**src/rtl/uart_tx_serializer.sv**
```systemverilog
// rtl/uart_tx_serializer.sv - FIFO-buffered 8N1 UART transmitter with divisor-timed bits
module uart_tx_serializer #(
    parameter int DEPTH_LOG2 = 4
) (
    input  logic                  i_clk,
    input  logic                  i_reset_n,
    input  logic [15:0]           i_divisor,
    input  logic [7:0]            i_tx,
    input  logic                  i_tx_stb,
    output logic                  o_txd,
    output logic                  o_thr_empty,
    output logic                  o_tx_empty,
    output logic                  o_full,
    output logic [DEPTH_LOG2:0]   o_level,
    output logic                  o_overflow
);
    localparam int DEPTH = 1 << DEPTH_LOG2;
    localparam logic [DEPTH_LOG2:0] FULL_LEVEL = {1'b1, {DEPTH_LOG2{1'b0}}};

    typedef enum logic [1:0] {IDLE, START, DATA, STOP} state_t;

    state_t                 state, state_n;
    logic [7:0]             mem [DEPTH];
    logic [DEPTH_LOG2-1:0]  wr_ptr, rd_ptr;
    logic [DEPTH_LOG2:0]    level;
    logic [7:0]             shift, shift_n;
    logic [2:0]             bit_idx, bit_idx_n;
    logic [15:0]            timer, timer_n;
    logic [15:0]            latched_div, latched_div_n;
    logic                   txd_n;
    logic                   push;
    logic                   pop;
    logic                   bit_end;

    assign o_full      = (level == FULL_LEVEL);
    assign o_level     = level;
    assign o_thr_empty = (level == '0);
    assign o_tx_empty  = o_thr_empty && (state == IDLE);

    // Uses the registered full flag, so a push at full is dropped even alongside a pop.
    assign push    = i_tx_stb && !o_full;
    assign bit_end = (timer == 16'd0);

    always_ff @(posedge i_clk) begin
        if (i_reset_n && push) begin
            mem[wr_ptr] <= i_tx;
        end
    end

    always_ff @(posedge i_clk) begin
        if (!i_reset_n) begin
            wr_ptr     <= '0;
            rd_ptr     <= '0;
            level      <= '0;
            o_overflow <= 1'b0;
        end else begin
            o_overflow <= i_tx_stb && o_full;
            if (push) begin
                wr_ptr <= wr_ptr + 1'b1;
            end
            if (pop) begin
                rd_ptr <= rd_ptr + 1'b1;
            end
            case ({push, pop})
                2'b10:   level <= level + 1'b1;
                2'b01:   level <= level - 1'b1;
                default: level <= level;
            endcase
        end
    end

    always_ff @(posedge i_clk) begin
        if (!i_reset_n) begin
            state       <= IDLE;
            shift       <= '0;
            bit_idx     <= '0;
            timer       <= '0;
            latched_div <= '0;
            o_txd       <= 1'b1;
        end else begin
            state       <= state_n;
            shift       <= shift_n;
            bit_idx     <= bit_idx_n;
            timer       <= timer_n;
            latched_div <= latched_div_n;
            o_txd       <= txd_n;
        end
    end

    always_comb begin
        state_n       = state;
        shift_n       = shift;
        bit_idx_n     = bit_idx;
        timer_n       = timer;
        latched_div_n = latched_div;
        pop           = 1'b0;
        txd_n         = 1'b1;

        case (state)
            IDLE: begin
                if (!o_thr_empty) begin
                    pop           = 1'b1;
                    shift_n       = mem[rd_ptr];
                    latched_div_n = i_divisor;
                    timer_n       = (i_divisor == 16'd0) ? 16'd0 : i_divisor - 16'd1;
                    state_n       = START;
                end
            end
            START: begin
                if (bit_end) begin
                    timer_n   = (latched_div == 16'd0) ? 16'd0 : latched_div - 16'd1;
                    bit_idx_n = 3'd0;
                    state_n   = DATA;
                end else begin
                    timer_n = timer - 16'd1;
                end
            end
            DATA: begin
                if (bit_end) begin
                    timer_n   = (latched_div == 16'd0) ? 16'd0 : latched_div - 16'd1;
                    shift_n   = {1'b0, shift[7:1]};
                    bit_idx_n = bit_idx + 3'd1;
                    if (bit_idx == 3'd7) begin
                        state_n = STOP;
                    end
                end else begin
                    timer_n = timer - 16'd1;
                end
            end
            STOP: begin
                if (bit_end) begin
                    // Chain straight into the next start bit when more data is queued.
                    if (!o_thr_empty) begin
                        pop           = 1'b1;
                        shift_n       = mem[rd_ptr];
                        latched_div_n = i_divisor;
                        timer_n       = (i_divisor == 16'd0) ? 16'd0 : i_divisor - 16'd1;
                        state_n       = START;
                    end else begin
                        state_n = IDLE;
                    end
                end else begin
                    timer_n = timer - 16'd1;
                end
            end
            default: state_n = IDLE;
        endcase

        // The line register follows the state being entered so it changes on the same edge.
        case (state_n)
            START:   txd_n = 1'b0;
            DATA:    txd_n = shift_n[0];
            default: txd_n = 1'b1;
        endcase
    end
endmodule

```
**config.mk**
```make
export PLATFORM = sky130hd
export DESIGN_NAME = uart_tx_serializer
export DESIGN_NICKNAME = d
export VERILOG_FILES = /design/src/rtl/uart_tx_serializer.sv
export SDC_FILE = /design/constraint.sdc
export NUM_CORES = 1
export LEC_CHECK = 0
export CAP_MARGIN = 25
export CORE_MARGIN = 5
export CORE_UTILIZATION = 45
export CTS_BUF_LIST = sky130_fd_sc_hd__clkbuf_4 sky130_fd_sc_hd__clkbuf_8 sky130_fd_sc_hd__clkbuf_16
export DETAILED_ROUTE_END_ITERATION = 7
export PLACE_DENSITY_LB_ADDON = 0.25
export SYNTH_ARGS = -nofsm -noshare
export SYNTH_HDL_FRONTEND = slang
export SYNTH_SLANG_ARGS = --single-unit
```
**constraint.sdc**
```tcl
create_clock -name i_clk -period 9.56 [get_ports i_clk]
set_input_delay 2.39 -clock i_clk [delete_from_list [all_inputs] [get_ports i_clk]]
set_output_delay 2.39 -clock i_clk [all_outputs]
set_load 0.01 [all_outputs]
```
==> results.py <==
metrics = {
    "run_status": {
        "status": "complete, no violations",
    },
    "sta": {
        "rsz0062_at_grt": "false",
        "fmax_mhz": 183.4,
        "hold_ws_ns": 0.4699,
        "maxSlewViolCount": 0,
        "slew_headroom": 0.2746,
        "tns_ns": 0,
        "hold_viol": 0,
        "fin_crit_sh": 0.5703,
        "worstMarginPinSlew_ns": 1.079,
        "min_period_ns": 5.452,
        "clock_skew_ns": 0.01581,
        "finalSetupViolations": 0,
    },
    "finish": {
        "postLayoutCellArea_sq_um": 10290,
        "drive_gt1_frac": 0.1339,
        "fin_nets": 781,
        "antennaDiodeCount": 0,
        "area_growth_syn_to_layout_pct": 14.04,
    },
    "placement": {
        "dp_hpwl_microns": 13700,
        "io_buffers": 36,
        "gp_congestion": 0.8914,
        "placed_area_sq_um": 9600,
    },
    "logic_synthesis": {
        "synth_ff_type": "edfxtp_1",
        "seq_area_frac_synth": 0.5681,
        "postSynthCellCount": 711,
        "synth_top_area_share": 0.4261,
        "ys_top_cells_by_count": "edfxtp_1, dfxtp_1, nand2_1",
        "avgSynthCellArea_sq_um": 12.69,
        "synthesis.nets": 758,
        "postSynth.asyncResetShare": 0,
        "synth_edf_count": 128,
        "yosysWarnings": 0,
        "synth.most_common_cell": "edfxtp_1",
        "synthTopCellsByArea": "edfxtp_1, dfxtp_1, mux4_2, ha_1, nand2_1",
        "synth_cell_types": 62,
        "synth_area_leader_cell": "edfxtp_1",
        "synth_seq_cells": 192,
        "syn_area_sq_um": 9021,
    },
    "clocking": {
        "cts_tree": "done",
        "cts.htree.levels": 4,
        "cts_resized": 0,
        "cts_root_buffer": "clkbuf_16",
        "hold_buffers": 0,
        "insertion_delay_ns": 0.44,
        "cts_sinks": 192,
        "cts_buffers": 17,
        "cts_buffer_depth": 2,
        "clk_pin_slew_ns": 0.08,
        "cts_setup_buffers": 0,
    },
    "die": {
        "rows": 51,
        "die_w_microns": 151.6,
        "die-area_sq_um": 22980,
        "core_sq_um": 19590,
        "ioPinCount": 37,
        "start_util": 0.4605,
        "die-height_microns": 151.6,
    },
    "drt": {
        "wl_per_cell_microns": 20.04,
        "postRouteAntennaNets": 0,
        "drc_errors": 0,
        "drt_iter0_markers": 633,
        "routed-via-count": 5868,
        "via_per_inst": 5.798,
        "wirelength_microns": 20280,
        "first_pass_iters": 6,
    },
    "grt": {
        "grtUsageMet2": 0.3098,
        "antenna_found_initial": 0,
        "grt_max_degree": 47,
        "first_global_vias": 5909,
        "grt_pass1_wl_microns": 32220,
        "overflow": 0,
        "grt-busiest-layer": "met2",
        "met1_usage": 0.2485,
        "grtUsageTotal": 0.1851,
        "use_met3": 0.03748,
    },
    "critical_path": {
        "required_ns": 7.17,
        "startpoint_type": "register",
        "cp-end-kind": "output port",
        "worstPathArrival_ns": 3.06,
        "crit_fanout": 23,
        "crit_type": "reg -> out",
        "r2r_slack_ns": 5.59,
    },
    "pwr": {
        "ir_worst_vdd_uv": 148.5,
        "p_leak_nw": 3.431,
        "p_per_area_nw_per_um2": 316.9,
    },
    "run": {
        "cap_violations": 0,
    },
    "worst_hold_path": {
        "hold_class": "reg -> reg",
    },
}
-- routing by layer --
metal | wire length [microns] | up-vias
li1 | - | 2755
met2 | 10070 | 174
met4 | 185 | 0
met1 | 8947 | 2924
met5 | 0 | -
met3 | 1071 | 15
-- layout by cell type (no fill, tap or decap), drive strengths merged, types with 4 or more instances in the layout --
cell type	count
nor3	22
a22oi	26
nand4	7
a31oi	4
clkdlybuf4s50	36
buf	6
and2	4
nand3b	8
edfxtp	128
xor2	21
and3	4
a21oi	36
a221o	6
nand2	64
nor3b	5
nand2b	6
or4	6
xnor2	24
nor4	13
dfxtp	64
o22a	8
clkbuf	17
nand3	18
nor2b	7
or3	7
o22ai	11
ha	20
nor2	57
mux2i	10
inv	33
mux4	39
-- final cells by class --
| type | count | area (sq um) |
|---|---|---|
| Multi-Input combinational cell | 461 | 3656 |
| Fill cell | 1669 | 9303 |
| Timing Repair Buffer | 42 | 437.9 |
| Tap cell | 265 | 331.6 |
| Inverter | 20 | 75.07 |
| Clock buffer | 17 | 425.4 |
| Clock inverter | 15 | 234.0 |
| Sequential cell | 192 | 5127 |
-- report_power, final --
| part | internal, W | switching (W) |
|---|---|---|
| registers | 0.000979 | 0.000127 |
| logic | 0.000596 | 0.000782 |
| clock network | 0.000379 | 0.000397 |
-- logic make-up (layout without fill, tap and decap cells) --
group / after synthesis / in the layout / synth area share
muxes: 49 / 49 / 0.1085
DFF: 192 / 192 / 0.5681
adders and majority gates: 20 / 20 / 0.02774
AOI/OAI and AO/OA: 110 / 110 / 0.08544
and+or+nand+nor: 237 / 237 / 0.1388
xor gates and xnor gates: 45 / 45 / 0.04369
buffers and inverters: 58 / 94 / 0.02774
-- stage by stage --
step | instances | power, W | util | setup slack, ns
floorplan | 711 | 0.002125 | - | 5.158
global placement | 978 | 0.002429 | 0.4890 | 4.481
detailed placement | 979 | 0.002466 | 0.4901 | 4.343
CTS | 1011 | 0.003250 | 0.5237 | 4.108
global route | 1012 | 0.003459 | 0.5251 | 3.842
finish | 1012 | 0.003260 | 0.5251 | 4.108
-- state kept, by name, indices dropped and copies added (netlist names), named ones only --
register / cells
mem: 128
o_txd: 1
o_overflow: 1
state: 2
wr_ptr: 4
timer: 16
bit_idx: 3
rd_ptr: 4
shift: 8
o_level: 5
latched_div: 16
-- path summary, 6_finish.rpt --
path / start / end / depth (start not counted)
min reg2reg: bit_idx[1]$_SDFFE_PN0P_ / bit_idx[1]$_SDFFE_PN0P_ / 2
max reg2reg: timer[2]$_SDFF_PN0_ / o_level[4]$_SDFFE_PN0P_ / 11
min: bit_idx[1]$_SDFFE_PN0P_ / bit_idx[1]$_SDFFE_PN0P_ / 2
max: o_level[1]$_SDFFE_PN0P_ / o_thr_empty / 4
-- worst max-delay path, stage by stage, from the launching register on --
cell and delay, ns:
dfxtp_1 0.40, nor4_1 0.59, nand2_1 0.27, inv_1 0.66
clkdlybuf4s50_1 0.69
(Power assumes the default switching activity.)
==> RTL edit 1, RTL diff (config.mk and constraints unchanged) <==
Set the parameter `DEPTH_LOG2` to 5 (it was 4).
--- a/src/rtl/uart_tx_serializer.sv
+++ b/src/rtl/uart_tx_serializer.sv
@@ -1,5 +1,5 @@
 // rtl/uart_tx_serializer.sv - FIFO-buffered 8N1 UART transmitter with divisor-timed bits
 module uart_tx_serializer #(
-    parameter int DEPTH_LOG2 = 4
+    parameter int DEPTH_LOG2 = 5
 ) (
     input  logic                  i_clk,
Ports: changed (resized o_level); port bits go from 37 to 38. No check against the original RTL was run, so the function may have changed too.
==> RTL edit 1 against the unedited design <==
Cell area increased by 56%. Largest cell class unchanged. Total power increased by 41%. Synthesized area increased by 55%. Largest power group is now registers. Worst setup slack improved by 0.64 ns. Sequential cell count increased by 132. Maximum frequency increased by 13%. Sequential share of layout area increased by 6.7 points. Critical path type unchanged. Wire length increased by 54%. Global-route usage decreased by 0.22 points.
==> RTL edit 1: results (changes against the unedited design) <==
R2R Setup Slk=5.59 ns (about the same); vias in the first global route=7856 (was 5909); Initial DRC Count=721 (was 633); clock root cell=clkbuf_16 (unchanged); worst clock skew=0.0159 ns (was 0.0158 ns); Placer Congestion=0.846 (was 0.891); clk buf depth=3 (was 2); top flop regs=mem: 256 flops, latched_div: 16 flops, timer: 16 flops (was mem: 128 flops, latched_div: 16 flops, timer: 16 flops); # fillers=2520 (was 1669); top post-synthesis cells by area=edfxtp_1 (55%), mux4_2 (12%), dfxtp_1 (9.8%) (was edfxtp_1 (43%), dfxtp_1 (14%), mux4_2 (9.7%)); Cell variety after synth=59 (was 62); fraction of layout cells with a size suffix above 1=0.170 (was 0.134); Synth top area share=0.551 (was 0.426); Vias/cell=5.89 (was 5.80); syn_nets=938 (was 758); first-pass GRT wire length=47800 µm (was 32200 µm); EDFF count, synth=256 (was 128); post-DP HPWL=20200 µm (was 13700 µm); CP arrival=2.42 ns (was 3.06 ns); FF-to-FF End=o_level[4] (unchanged); CTS buffer count=36 (was 17); Post-synth ARST share=0 (unchanged); htree depth=2 (was 4); sequential fraction of the synthesis area=0.649 (was 0.568); status=complete, no violations (unchanged); # nets final=986 (was 781); crit share post-route=0.503 (was 0.570); largest net degree at the start of global routing=53 (was 47); Hold Path Class=register to register (unchanged); Clk pin slew, worst setup/hold paths=0.06 ns (was 0.08 ns); worst skew pair latency=0.52 ns (was 0.44 ns); Post-Syn Area per Cell=15.7 µm² (was 12.7 µm²); max_slew headroom=0.273 (was 0.275); wire per inst=22.9 µm (was 20.0 µm); Post-synth top cells=edfxtp_1 (256), nor2_1 (94), mux4_2 (77) (was edfxtp_1 (128), dfxtp_1 (64), nand2_1 (64)); Pre-antenna DRT Iters=5 (was 6); Leak=5.24 nW (was 3.43 nW); launch point of the worst path=o_level[1] (unchanged); FF-to-FF path depth=13 (was 11); pre-CTS WS=4.50 ns (was 4.34 ns); PortBufs=37 (was 36); Overall Global Routing Usage=0.183 (was 0.185); final WL=31200 µm (was 20300 µm); Placed Instances=1296 (was 979); worst vdd ir=0.151 mV (was 0.149 mV); RR Startpoint=state[0] (was timer[2])
==> RTL edit 1: changes by cell type after synthesis, moves of 7 or more <==
cell      delta
a21oi_1     -19
edfxtp_1   +128
mux2i_1     +17
mux4_2      +38
nand2_1     -34
nor2_1      +38
nor2b_1      -7
nor3_1       -9
xor2_1       +7
==> RTL edit 1: report_power, final <==
group | switching (W) | internal (W)
Clock | 0.000558 | 0.000811
Combinational | 0.000801 | 0.000661
Sequential | 0.000144 | 0.00162
Total | 0.00150 | 0.00309
==> RTL edit 1: stage by stage <==
stage | cell area (µm²) | hold WS, ns
6_report | 16000 | 0.473
5_1_grt | 16000 | 0.481
4_1_cts | 16000 | 0.468
3_5_place_dp | 14800 | 0.451
3_3_place_gp | 14700 | 0.448
2_1_floorplan | 14000 | 0.434
==> RTL edit 1: per-layer routing <==
layer	GRT usage	routed length, µm	vias to the layer above
li1	-	-	3590
met3	0.0397	2310	55
met4	0.0495	741	0
met1	0.266	13900	4035
met5	0	0	-
met2	0.283	14200	327
==> RTL edit 1: worst min path at each step <==
stage	start	to	slack [ns]	depth (start not counted)
after floorplan	shift[7]	shift[7]	0.43	1
after global placement	shift[7]	shift[7]	0.45	1
after detailed placement	shift[7]	shift[7]	0.45	1
after CTS	shift[7]	shift[7]	0.47	1
after global routing	shift[7]	shift[7]	0.48	1
final	shift[7]	shift[7]	0.47	1
==> RTL edit 1: area by class of cell <==
type                    instances  area [µm²]  share of cell area
inverters                      22        82.6             0.00515
clock buffers                  42         963              0.0601
clock inverters                21         214              0.0134
repair buffers                 53         573              0.0358
well taps                     396         495              0.0309
flip-flops and latches        324        9050               0.565
multi-input cells             501        4640               0.290
==> RTL edit 1: cells by family after synthesis <==
logic type | Yosys count | share of synthesized area
simple gates | 218 | 0.0793
buf+inv | 65 | 0.0193
flops | 324 | 0.649
mux | 106 | 0.147
fa+ha+maj | 21 | 0.0188
compound gates | 103 | 0.0533
xor+xnor | 53 | 0.0333
==> RTL edit 1: critical path: stages (launching register included) <==
cell and delay [ns]:
dfxtp_1 0.40, nor4_1 0.27, nand2_1 0.23, inv_1 0.09
buf_4 0.29, clkdlybuf4s50_1 0.60
==> RTL edit 2, RTL diff (same settings) <==
Without the edit above. Remove the register `o_txd`: a continuous assignment takes its place, so the output `o_txd` follows one clock earlier.
--- a/src/rtl/uart_tx_serializer.sv
+++ b/src/rtl/uart_tx_serializer.sv
@@ -77,5 +77,4 @@
             timer       <= '0;
             latched_div <= '0;
-            o_txd       <= 1'b1;
         end else begin
             state       <= state_n;
@@ -84,7 +83,8 @@
             timer       <= timer_n;
             latched_div <= latched_div_n;
-            o_txd       <= txd_n;
         end
     end
+
+    assign o_txd = txd_n;
 
     always_comb begin
Behaviour: not the same (Yosys sat finds a counterexample within 4 cycles, from zero or initial values and one cycle with i_reset_n low).
==> RTL edit 2 against the unedited design <==
Combinational power is 9% lower. Total power shrank 5.1%. Final cell count grew 3.2%. Count of clock-buffer cells in the layout unchanged. Worst setup slack worse by 0.40 ns. Wire length up 1.2%. Synthesized area up 1.6%. Cell area increased by 0.90%. Clock skew is 0.0028 ns higher. Non-clock buffer count grew 4. Sequential cell count is 1 lower. Worst hold slack better by 0.0049 ns. Global-route usage shrank 0.66 points. Clock power fell by 3.9%. Critical path type unchanged. Critical endpoint is now o_txd.
==> RTL edit 2: results (changes against the unedited design) <==
status=complete, no violations (unchanged); largest net degree at the start of global routing=54 (was 47); fraction of layout cells with a size suffix above 1=0.151 (was 0.134); vias post-DR=5970 (was 5868); CP max-delay cell=clkinv_2 (was clkdlybuf4s50_1); Worst setup endpoint=o_txd (was o_thr_empty); FF-to-FF path depth=13 (was 11); Placed Area=9740 µm² (was 9600 µm²); area of the multi-input gates=3790 µm² (was 3660 µm²); Post-synth top cells=edfxtp_1 (128), dfxtp_1 (63), nand2_1 (59) (was edfxtp_1 (128), dfxtp_1 (64), nand2_1 (64)); met1 wire length=8930 µm (was 8950 µm); worst slew pin tran=0.870 ns (was 1.08 ns); clock group share of total power=0.241 (was 0.238); Detail Route met2 WL=10500 µm (was 10100 µm); # fillers=1741 (was 1669); met3 Use GR=0.0341 (was 0.0375); Hold WS=0.475 ns (was 0.470 ns); mux contribution to synthesized area=0.105 (was 0.108); post-synthesis xor/xnor area fraction=0.0382 (was 0.0437); RR Startpoint=o_level[2] (was timer[2]); Initial DRC Count=477 (was 633); met3 wire length=763 µm (was 1070 µm); internal power=0.00185 W (was 0.00195 W); routing usage on met1=0.228 (was 0.249); pre-CTS WS=4.17 ns (was 4.34 ns); HP Start=shift[7] (was bit_idx[1]); worst vdd ir=0.153 mV (was 0.149 mV); Adder-Cell Fraction of Synth Area=0.0273 (was 0.0277); met2 Usage GRT=0.313 (was 0.310); post-DP HPWL=14000 µm (was 13700 µm); vias in the first global route=5945 (was 5909); Comb pwr share=0.406 (was 0.423); Post-Syn Area per Cell=12.5 µm² (was 12.7 µm²)
==> RTL edit 2: cell count changes in the layout (fill, tap and decap cells not counted), sizes merged, moves of 6 or more <==
cell / change
mux2: +6
a21boi: +21
a22oi: -15
inv: -7
o22a: -7
nand3b: -7
a21oi: +9
and2: +12
o21ai: +13
==> RTL edit 2: logic make-up (layout without fill, tap and decap cells) <==
logic type / count (synthesis) / count (layout)
simple gates: 238 / 238
mux: 52 / 52
fa+ha+maj: 20 / 20
xor+xnor: 40 / 40
buf+inv: 58 / 96
flops: 191 / 191
compound gates: 137 / 137
==> RTL edit 2: layout make-up <==
| type | instances | share of cell area |
|---|---|---|
| Clock buffer | 17 | 0.0410 |
| Tap cell | 270 | 0.0325 |
| Clock inverter | 15 | 0.0207 |
| Multi-Input combinational cell | 487 | 0.365 |
| Sequential cell | 191 | 0.492 |
| Timing Repair Buffer | 46 | 0.0419 |
| Inverter | 18 | 0.00663 |
